===== config.mk =====
export PLATFORM = sky130hd
export DESIGN_NAME = fft_result_streamer
export DESIGN_NICKNAME = d
export VERILOG_FILES = /design/src/rtl/fft_result_streamer.sv
export SDC_FILE = /design/constraint.sdc
export NUM_CORES = 1
export LEC_CHECK = 0
export ABC_AREA = 1
export CORE_ASPECT_RATIO = 0.9
export CORE_MARGIN = 2
export CORE_UTILIZATION = 40
export DETAILED_ROUTE_END_ITERATION = 16
export PLACE_DENSITY_LB_ADDON = 0.3
export SYNTH_ARGS = -nofsm -noshare
export SYNTH_HDL_FRONTEND = slang
export SYNTH_SLANG_ARGS = --single-unit

===== constraint.sdc =====
create_clock -name clk -period 2 [get_ports clk]
set_clock_uncertainty 0.05 [all_clocks]
set_input_delay 0.4 -clock clk [delete_from_list [all_inputs] [get_ports clk]]
set_output_delay 0.4 -clock clk [all_outputs]
set_load 0.01 [all_outputs]

===== src/rtl/fft_result_streamer.sv =====
// fft_result_streamer: reads the N complex FFT results out of the working RAM
// (natural or bit-reversed address order) and streams them one bin per
// valid/ready handshake, with a fixed arithmetic right shift on each component.
// Buffering is one output register plus one skid entry. Reads are credit-gated
// so that data returned by the RAM always has a free slot to land in.
module fft_result_streamer #(
    parameter int N          = 16,
    parameter int DATA_WIDTH = 16,
    parameter int ADDR_WIDTH = $clog2(N),
    parameter int OUT_SHIFT  = 0
) (
    input  logic                    clk,
    input  logic                    rst,
    input  logic                    start,
    input  logic                    bitrev_en,
    output logic                    mem_rd_en,
    output logic [ADDR_WIDTH-1:0]   mem_rd_addr,
    input  logic [2*DATA_WIDTH-1:0] mem_rd_data,
    output logic                    out_valid,
    input  logic                    out_ready,
    output logic [2*DATA_WIDTH-1:0] out_data,
    output logic [ADDR_WIDTH-1:0]   out_idx,
    output logic                    out_last,
    output logic                    busy,
    output logic                    done
);

    localparam int                    CW       = 2 * DATA_WIDTH;
    localparam logic [ADDR_WIDTH-1:0] LAST_IDX = ADDR_WIDTH'(N - 1);

    typedef enum logic [1:0] {
        S_IDLE,
        S_STREAM,
        S_FLUSH,
        S_DONE
    } state_t;

    state_t                state_q, state_d;
    logic                  bitrev_q, bitrev_d;
    logic [ADDR_WIDTH-1:0] rk_q, rk_d;      // next read index
    logic [ADDR_WIDTH-1:0] wk_q, wk_d;      // natural index of the next returned word
    logic                  rd_vld_q;        // RAM data is on mem_rd_data this cycle

    logic                  out_valid_q, out_valid_d;
    logic [CW-1:0]         out_data_q, out_data_d;
    logic [ADDR_WIDTH-1:0] out_idx_q, out_idx_d;
    logic                  out_last_q, out_last_d;

    logic                  skid_valid_q, skid_valid_d;
    logic [CW-1:0]         skid_data_q, skid_data_d;
    logic [ADDR_WIDTH-1:0] skid_idx_q, skid_idx_d;
    logic                  skid_last_q, skid_last_d;

    logic signed [DATA_WIDTH-1:0] rd_re, rd_im;
    logic [CW-1:0]                rd_scaled;
    logic                         rd_last;
    logic                         xfer;
    logic [1:0]                   fill_after;
    logic                         can_issue;

    function automatic logic [ADDR_WIDTH-1:0] bit_reverse(input logic [ADDR_WIDTH-1:0] v);
        logic [ADDR_WIDTH-1:0] r;
        for (int i = 0; i < ADDR_WIDTH; i++) r[i] = v[ADDR_WIDTH-1-i];
        return r;
    endfunction

    // Scaling is a sign-extending floor shift; width is preserved.
    assign rd_re     = mem_rd_data[CW-1:DATA_WIDTH];
    assign rd_im     = mem_rd_data[DATA_WIDTH-1:0];
    assign rd_scaled = {rd_re >>> OUT_SHIFT, rd_im >>> OUT_SHIFT};
    assign rd_last   = (wk_q == LAST_IDX);

    // Occupancy after this edge: held beats minus the one leaving, plus the
    // word landing now. A new read lands one edge later, so it may only be
    // issued while that figure leaves room for it.
    assign xfer       = out_valid_q & out_ready;
    assign fill_after = {1'b0, out_valid_q} + {1'b0, skid_valid_q} + {1'b0, rd_vld_q} - {1'b0, xfer};
    assign can_issue  = (fill_after < 2'd2);

    assign out_valid = out_valid_q;
    assign out_data  = out_data_q;
    assign out_idx   = out_idx_q;
    assign out_last  = out_last_q;
    assign busy      = (state_q != S_IDLE);
    assign done      = (state_q == S_DONE);

    // Sequencer: start capture, read issue and end-of-stream detection.
    always_comb begin
        // NOTE: every output of this block gets a default first so no path leaves it unassigned (no latch).
        state_d     = state_q;
        bitrev_d    = bitrev_q;
        rk_d        = rk_q;
        mem_rd_en   = 1'b0;
        mem_rd_addr = '0;
        case (state_q)
            S_IDLE: begin
                if (start) begin
                    state_d  = S_STREAM;
                    bitrev_d = bitrev_en;
                    rk_d     = '0;
                end
            end
            S_STREAM: begin
                if (can_issue) begin
                    mem_rd_en   = 1'b1;
                    mem_rd_addr = bitrev_q ? bit_reverse(rk_q) : rk_q;
                    rk_d        = rk_q + 1'b1;
                    if (rk_q == LAST_IDX) state_d = S_FLUSH;
                end
            end
            S_FLUSH: begin
                if (xfer && out_last_q) state_d = S_DONE;
            end
            S_DONE: begin
                state_d = S_IDLE;
            end
            default: state_d = S_IDLE;
        endcase
    end

    // Output register / skid entry: refill the output slot from the skid
    // first (older beat), then from the RAM; park returning data in the skid
    // while the sink stalls.
    always_comb begin
        out_valid_d  = out_valid_q;
        out_data_d   = out_data_q;
        out_idx_d    = out_idx_q;
        out_last_d   = out_last_q;
        skid_valid_d = skid_valid_q;
        skid_data_d  = skid_data_q;
        skid_idx_d   = skid_idx_q;
        skid_last_d  = skid_last_q;
        wk_d         = wk_q;

        if (state_q == S_IDLE) begin
            wk_d = '0;
        end else if (rd_vld_q) begin
            wk_d = wk_q + 1'b1;
        end

        if (!out_valid_q || xfer) begin
            if (skid_valid_q) begin
                out_valid_d  = 1'b1;
                out_data_d   = skid_data_q;
                out_idx_d    = skid_idx_q;
                out_last_d   = skid_last_q;
                skid_valid_d = rd_vld_q;
                skid_data_d  = rd_scaled;
                skid_idx_d   = wk_q;
                skid_last_d  = rd_last;
            end else if (rd_vld_q) begin
                out_valid_d = 1'b1;
                out_data_d  = rd_scaled;
                out_idx_d   = wk_q;
                out_last_d  = rd_last;
            end else begin
                out_valid_d = 1'b0;
            end
        end else if (rd_vld_q) begin
            skid_valid_d = 1'b1;
            skid_data_d  = rd_scaled;
            skid_idx_d   = wk_q;
            skid_last_d  = rd_last;
        end
    end

    // State register with synchronous active-low reset.
    always_ff @(posedge clk) begin
        // NOTE: state uses non-blocking assignments so every register updates from pre-edge values.
        if (!rst) begin
            state_q      <= S_IDLE;
            bitrev_q     <= 1'b0;
            rk_q         <= '0;
            wk_q         <= '0;
            rd_vld_q     <= 1'b0;
            out_valid_q  <= 1'b0;
            // NOTE: data registers are reset too because out_data/out_idx must read 0 after reset.
            out_data_q   <= '0;
            out_idx_q    <= '0;
            out_last_q   <= 1'b0;
            skid_valid_q <= 1'b0;
            skid_data_q  <= '0;
            skid_idx_q   <= '0;
            skid_last_q  <= 1'b0;
        end else begin
            state_q      <= state_d;
            bitrev_q     <= bitrev_d;
            rk_q         <= rk_d;
            wk_q         <= wk_d;
            rd_vld_q     <= mem_rd_en;
            out_valid_q  <= out_valid_d;
            out_data_q   <= out_data_d;
            out_idx_q    <= out_idx_d;
            out_last_q   <= out_last_d;
            skid_valid_q <= skid_valid_d;
            skid_data_q  <= skid_data_d;
            skid_idx_q   <= skid_idx_d;
            skid_last_q  <= skid_last_d;
        end
    end

endmodule


==> summary.md, run 1 <==
| Metric | Value |
|---|---|
| Final hold violation count | `0` |
| IO Port Bufs | `81` |
| Via count | `3,641` |
| Final setup violating endpoints | `11` |
| Syn Nets | `roughly 550` |
| Final Cell Area | `5320 um^2` |
| Top cells by count, synth | `nand2_1, dfxtp_1, inv_1` |
| Largest area contributor in the netlist | `dfxtp_1` |
| Initial Util | `0.411` |
| Row Count | `34` |
| Peak VDD IR | `roughly 0.00046 V` |
| FFs w/ async S/R, synth | `0` |
| Primary FF master, synth | `dfxtp_1` |
| Post-DP HPWL | `6.07 mm` |
| Clk_lat worst skew | `roughly 0.36 ns` |
| Worst Tran Pin Value | `0.545 ns` |
| Crit Path Max Fanout | `6` |
| Failing checks | `setup timing` |
| CTS root buf | `clkbuf_8` |
| First-pass detailed-route iteration total | `4` |
| Placed Cells | `693` |
| Setup crit end kind | `primary output` |
| Clock transition at path regs | `0.09 ns` |
| Die X | `around 110 um` |
| Inserted Diodes | `0` |
| FMAX | `a little over 400 MHz` |
| I/O pin cnt | `roughly 80` |
| Worst path bufs/invs | `3` |
| Pin count of the biggest net entering global routing | `55` |
| CTS Buffer Depth | `2` |
| Pre-CTS setup slack | `-1.17 ns` |
| Required time worst endpoint | `1.55 ns` |
| Number of global-route vias before repair | `3,456` |
| Reg area | `roughly 1800 um^2` |
| Post-Route WL | `between 9 and 10 mm` |
| Mapped Area | `roughly 4000 um^2` |
| Period utilisation layout | `1.23` |
| Critical Path Most Common Cell | `nand2_2` |
| Synth-to-layout area growth | `34.1%` |
| Critical-path top delay cell | `dfxtp_1` |
| Die area | `10,700 um^2` |
| Leakage | `1.99 nW` |
| EDFF count, synth | `0` |
| CP peak stage delay | `0.37 ns` |
| Power density over the cells | `1020 nW/um^2` |
| Top-count cell post-synth | `nand2_1` |
| H-tree depth | `3` |
| Yosys top cell area share | `0.444` |
| Hold Path Class | `input port to flip-flop` |
| Syn avg cell area | `7.93 um^2` |
| Placed instance area | `4940 um^2` |
| Final min period | `2.45 ns` |
| RSZ-0062 raised after global routing | `true` |
| All-Layer GR Usage | `0.185` |
| Synth area leaders | `dfxtp_1, nand2_1, a31oi_1` |
| Multi-input logic area | `1880 um^2` |
| Drt initial violations | `~100` |
| Cells along the critical path | `inv_2, ha_4, inv_2, ha_4, nand2_4, nand2_2, nand2_2, nand2_2, nand2_4, a211oi_2, buf_2` |
| Num CTS Buffers | `9` |
| Sequential area share after synthesis | `0.444` |
| Overall power | `approximately 5.4 mW` |
| Post-DRT Antenna Nets | `0` |
| WS Path Type | `flip-flop to primary output` |
| Yosys warns | `0` |
| Fin. max-slew vios | `0` |
| Nets | `634` |
| Crit path max-delay family | `adder cells` |
| CTS tree | `yes` |
| First-pass GRT wire length | `~16 mm` |
| Status | `finished with violations` |
| Hold_buf cts | `0` |
| CTS sink cnt | `88` |
| Wirelength per Cell | `13.4 um` |
| Final setup margin | `-0.451 ns` |
| Post-route DRC | `0` |
| Final GP Congestion | `0.885` |
| Layout cells sized above 1 | `0.206` |
| Fillers | `between 900 and 1,000` |
| Startpoint Class | `flip-flop` |
| Syn Inst Count | `501` |
| Core footprint | `9660 um^2` |
| Synth unique cells | `32` |
| Final non-filler cell total | `719` |
| Initial antenna violation count | `0` |
| DR vias/cell | `5.06` |
| Die height | `a little under 100 um` |
| Worst Path Arrival | `2.00 ns` |
| Grt ovf | `0` |
| Max-Cap Viols | `0` |
| Slew HR | `0.636` |
| #FFs+latches synth | `88` |
[logic make-up after synthesis]
family,share of synthesized area
AO/OA/AOI/OAI,0.255
AND/OR/NAND/NOR,0.150
buffers and inverters,0.120
flip-flops,0.444
adder cells (fa/ha/maj),0.0284
multiplexers,0.00252
[layout make-up]
type | instances | share of cell area
well taps | 126 | 0.0296
flip-flops and latches | 88 | 0.332
inverters | 63 | 0.0444
clock buffers | 12 | 0.0291
multi-input cells | 316 | 0.353
clock inverters | 4 | 0.0143
repair buffers | 110 | 0.198
[power breakdown]
group,switching [mW],leakage [nW],internal (mW)
sequential,0.178,0.716,2.04
combinational,0.919,1.16,0.878
clock,0.635,0.113,0.775
total,1.73,1.99,3.69
[path summary, 6_finish.rpt]
kind                                                    from                            to  slack [ns]  cells past startpoint
worst min register to register  skid_data_q[14]$_SDFFE_PN0P_  skid_data_q[14]$_SDFFE_PN0P_        0.40                      2
worst max-delay path                     rd_vld_q$_SDFF_PN0_                mem_rd_addr[3]       -0.45                     11
worst min-delay path                                     rst          rk_q[1]$_SDFFE_PN0P_        0.38                      3
worst max register to register           rd_vld_q$_SDFF_PN0_          rk_q[3]$_SDFFE_PN0P_       -0.29                     16
[metrics by stage]
step | hold WS [ns] | setup TNS [ns] | utilization
global placement | 0.380 | -7.74 | 0.511
CTS | 0.362 | -4.14 | 0.542
floorplan | 0.374 | -0.110 | -
finish | 0.385 | -3.74 | 0.551
global route | 0.409 | -4.63 | 0.551
detailed placement | 0.386 | -9.00 | 0.511
[registers in the layout, indices dropped and copies added (netlist names)]
name	cells
rd_vld_q	1
skid_last_q	1
state_q	2
skid_idx_q	4
skid_data_q	32
out_idx	4
rk_q	4
out_last	1
out_data	32
wk_q	4
out_valid	1
bitrev_q	1
skid_valid_q	1
[worst min-delay path: cells and delay by family]
kind | cells | cell delay, ns
buffers and inverters | 2 | 0.31
AOI/OAI and AO/OA | 1 | 0.04
[what timing repair did]
item | 4_1_cts | 5_1_grt
endpoints found under the setup margin | 12 | 12
gates resized for setup | 27 | 20
setup buffers | 8 | 2
pin swaps | 8 | 6
[per-layer routing]
metal | global-route usage | routed length [um] | up-vias
met2 | 0.303 | 4640 | 94
li1 | - | - | 1836
met4 | 0.0562 | 129 | 0
met5 | 0 | 0 | -
met1 | 0.235 | 4320 | 1697
met3 | 0.0542 | 563 | 14
[cell usage in the layout (no fill, tap or decap), drive strengths merged]
cell type / count
nand3: 9
nand2: 103
o21ai: 77
dfxtp: 88
buf: 35
clkdlybuf4s15: 1
a21oi: 47
clkinv: 2
nor4: 1
clkbuf: 12
clkinvlp: 1
nor3: 4
bufinv: 2
dlygate4sd2: 1
nor2: 20
a31oi: 37
mux2i: 1
a211oi: 2
clkdlybuf4s50: 73
nand4: 5
or2: 1
ha: 9
inv: 62
Power figures use the tool's default switching activity.
==> run 2: changes to the inputs <==
--- a/config.mk
+++ b/config.mk
@@ -11,6 +11,7 @@
 export CORE_UTILIZATION = 40
 export DETAILED_ROUTE_END_ITERATION = 16
 export PLACE_DENSITY_LB_ADDON = 0.3
+export SETUP_SLACK_MARGIN = 0.02
 export SYNTH_ARGS = -nofsm -noshare
 export SYNTH_HDL_FRONTEND = slang
 export SYNTH_SLANG_ARGS = --single-unit
==> run 2 against run 1 <==
Sequential share of layout area about the same; the flow still finishes with violations (setup timing); count of clock-buffer cells in the layout unchanged; via count rose by 0.25%; non-clock buffer count did not move; clock power is essentially flat; power is 0.14% lower.
==> summary.md, run 2 (synthesized netlist as in run 1, its figures left out) <==
| Metric | Value |
|---|---|
| Commonest non-fill, non-tap cell in the layout | `nand2_1` |
| Number of global-route vias before repair | `3,456 (unchanged)` |
| Row Count | `34 (unchanged)` |
| Peak VDD IR | `0.000464 V (about the same)` |
| CTS Buffer Depth | `2 (unchanged)` |
| Crit Path Max Fanout | `6 (unchanged)` |
| Die X | `109 um (unchanged)` |
| CTS root buf | `clkbuf_8` |
| Drt initial violations | `110 (+8.9%)` |
| Post-Route WL | `9.64 mm (-0.11%)` |
| Period utilisation layout | `1.23 (about the same)` |
| Die area | `10,700 um^2 (unchanged)` |
| Final min period | `2.45 ns (+0.000672 ns)` |
| Post-DRT Antenna Nets | `0 (unchanged)` |
| FMAX | `408 MHz (about the same)` |
| Final hold violation count | `0 (unchanged)` |
| Num CTS Buffers | `9 (unchanged)` |
| DR vias/cell | `5.08 (+0.25%)` |
| Final setup violating endpoints | `11 (unchanged)` |
| Critical Path Most Common Cell | `nand2_2` |
| First-pass detailed-route iteration total | `5 (+1)` |
| Failing checks | `setup timing` |
| Hold_buf cts | `0 (unchanged)` |
| Initial antenna violation count | `0 (unchanged)` |
| RSZ-0062 raised after global routing | `true` |
| Leakage | `1.99 nW (about the same)` |
| CTS tree | `yes` |
| Initial Util | `0.411 (unchanged)` |
| Status | `finished with violations` |
| Clk_lat worst skew | `0.36 ns (about the same)` |
| IO Port Bufs | `81 (unchanged)` |
| Nets | `634 (unchanged)` |
| Cells along the critical path | `inv_2, ha_4, inv_2, ha_4, nand2_4, nand2_2, nand2_2, nand2_2, nand2_4, a211oi_2, buf_2` |
| Commonest non-fill, non-tap cells in the layout | `nand2_1, dfxtp_1, clkdlybuf4s50_1` |
| CTS sink cnt | `88 (unchanged)` |
| Worst Path Arrival | `2.00 ns (about the same)` |
| Setup crit end kind | `primary output` |
| Final Core Density | `0.551 (about the same)` |
| Via count | `3,650 (+0.25%)` |
| Fillers | `910 (unchanged)` |
| First-pass GRT wire length | `15.9 mm (unchanged)` |
| I/O pin cnt | `82 (unchanged)` |
| Post-route DRC | `0 (unchanged)` |
| All-Layer GR Usage | `0.185 (unchanged)` |
| Required time worst endpoint | `1.55 ns (about the same)` |
| Power density over the cells | `1020 nW/um^2 (about the same)` |
| Pin count of the biggest net entering global routing | `55 (unchanged)` |
| Fin. max-slew vios | `0 (unchanged)` |
| Final GP Congestion | `0.885 (unchanged)` |
| Grt ovf | `0 (unchanged)` |
| Critical-path top delay cell | `dfxtp_1` |
| Synth-to-layout area growth | `33.9% (about the same)` |
| Final setup margin | `-0.452 ns (-0.000672 ns)` |
| Layout cells sized above 1 | `0.207 (+0.00169)` |
| Inserted Diodes | `0 (unchanged)` |
| Slew HR | `0.637 (+0.000676)` |
| Max-Cap Viols | `0 (unchanged)` |
| Hold WS | `0.388 ns (+0.00292 ns)` |
| Clock transition at path regs | `0.09 ns (about the same)` |
| Core footprint | `9660 um^2 (unchanged)` |
| H-tree depth | `3 (unchanged)` |
| Wirelength per Cell | `13.4 um (-0.11%)` |
| Worst Tran Pin Value | `0.544 ns (-0.00101 ns)` |
| Die height | `98.5 um (unchanged)` |
| CP peak stage delay | `0.36 ns (about the same)` |
| Hold Path Class | `input port to flip-flop` |
| WS Path Type | `flip-flop to primary output` |
| Startpoint Class | `flip-flop` |
| Post-DP HPWL | `6.07 mm (unchanged)` |
## run 2: cell types whose count changed in the layout (fill, tap and decap cells not counted), sizes merged
| cell | change |
|---|---|
| clkbuf | +1 |
| clkdlybuf4s15 | -1 |
## run 2: final timing paths
path                                 from                           end  slack (ns)  cells past startpoint
min reg2reg  skid_data_q[18]$_SDFFE_PN0P_  skid_data_q[18]$_SDFFE_PN0P_        0.40                      2
max                   rd_vld_q$_SDFF_PN0_                mem_rd_addr[3]       -0.45                     11
max reg2reg           rd_vld_q$_SDFF_PN0_          rk_q[3]$_SDFFE_PN0P_       -0.29                     16
min                                   rst          rk_q[1]$_SDFFE_PN0P_        0.39                      3
## run 2: metal layers
| layer | track usage | vias up | share of wire |
|---|---|---|---|
| li1 | - | 1833 | - |
| met1 | 0.235 | 1691 | 0.44 |
| met2 | 0.303 | 110 | 0.48 |
| met3 | 0.0542 | 16 | 0.061 |
| met4 | 0.0562 | 0 | 0.015 |
| met5 | 0 | - | 0 |
## run 2: where the power goes
| part | leakage, nW | internal [mW] | total, mW | switching (mW) |
|---|---|---|---|---|
| Clock | 0.113 | 0.775 | 1.41 | 0.636 |
| Combinational | 1.16 | 0.872 | 1.79 | 0.917 |
| Sequential | 0.716 | 2.04 | 2.21 | 0.177 |
| Total | 1.99 | 3.68 | 5.41 | 1.73 |
## run 2: timing repair
| item | 4_1_cts | 5_1_grt |
|---|---|---|
| resized for setup | 27 | 21 |
| pin swaps | 8 | 6 |
| buffers inserted | 8 | 2 |
| cloned | 0 | 0 |
| setup endpoints to repair | 12 | 12 |
## run 2: area by class of cell
type / instances / area, um^2 / area share
repair buffers: 110 / 1050 / 0.197
clock inverters: 4 / 76.3 / 0.0143
multi-input cells: 316 / 1880 / 0.353
flip-flops and latches: 88 / 1770 / 0.332
clock buffers: 12 / 155 / 0.0292
well taps: 126 / 158 / 0.0296
inverters: 63 / 236 / 0.0445
## run 2: stage by stage
stage	setup WS (ns)	cell area [um^2]	instances	total power [mW]	setup TNS [ns]
after global routing	-0.547	5320	719	5.73	-4.65
final	-0.452	5320	719	5.41	-3.74
after global placement	-1.11	4940	693	3.85	-7.74
after CTS	-0.515	5230	717	5.33	-4.14
after detailed placement	-1.17	4940	693	3.90	-9.00
after floorplan	-0.0663	4010	501	3.18	-0.110
## run 2: worst max-delay path: cells and delay by family, from the launching register on
kind	cells	cell delay, ns
buf+inv	3	0.26
flops	1	0.36
compound gates	1	0.15
fa+ha+maj	2	0.52
simple gates	5	0.35
==> run 3: changes to the inputs <==
--- a/config.mk
+++ b/config.mk
@@ -10,6 +10,7 @@
 export CORE_MARGIN = 2
 export CORE_UTILIZATION = 40
 export DETAILED_ROUTE_END_ITERATION = 16
+export HOLD_SLACK_MARGIN = 0.02
 export PLACE_DENSITY_LB_ADDON = 0.3
 export SETUP_SLACK_MARGIN = 0.02
 export SYNTH_ARGS = -nofsm -noshare
==> results of run 3 <==
Final layout, timing and power as in run 2 (identical DEF).
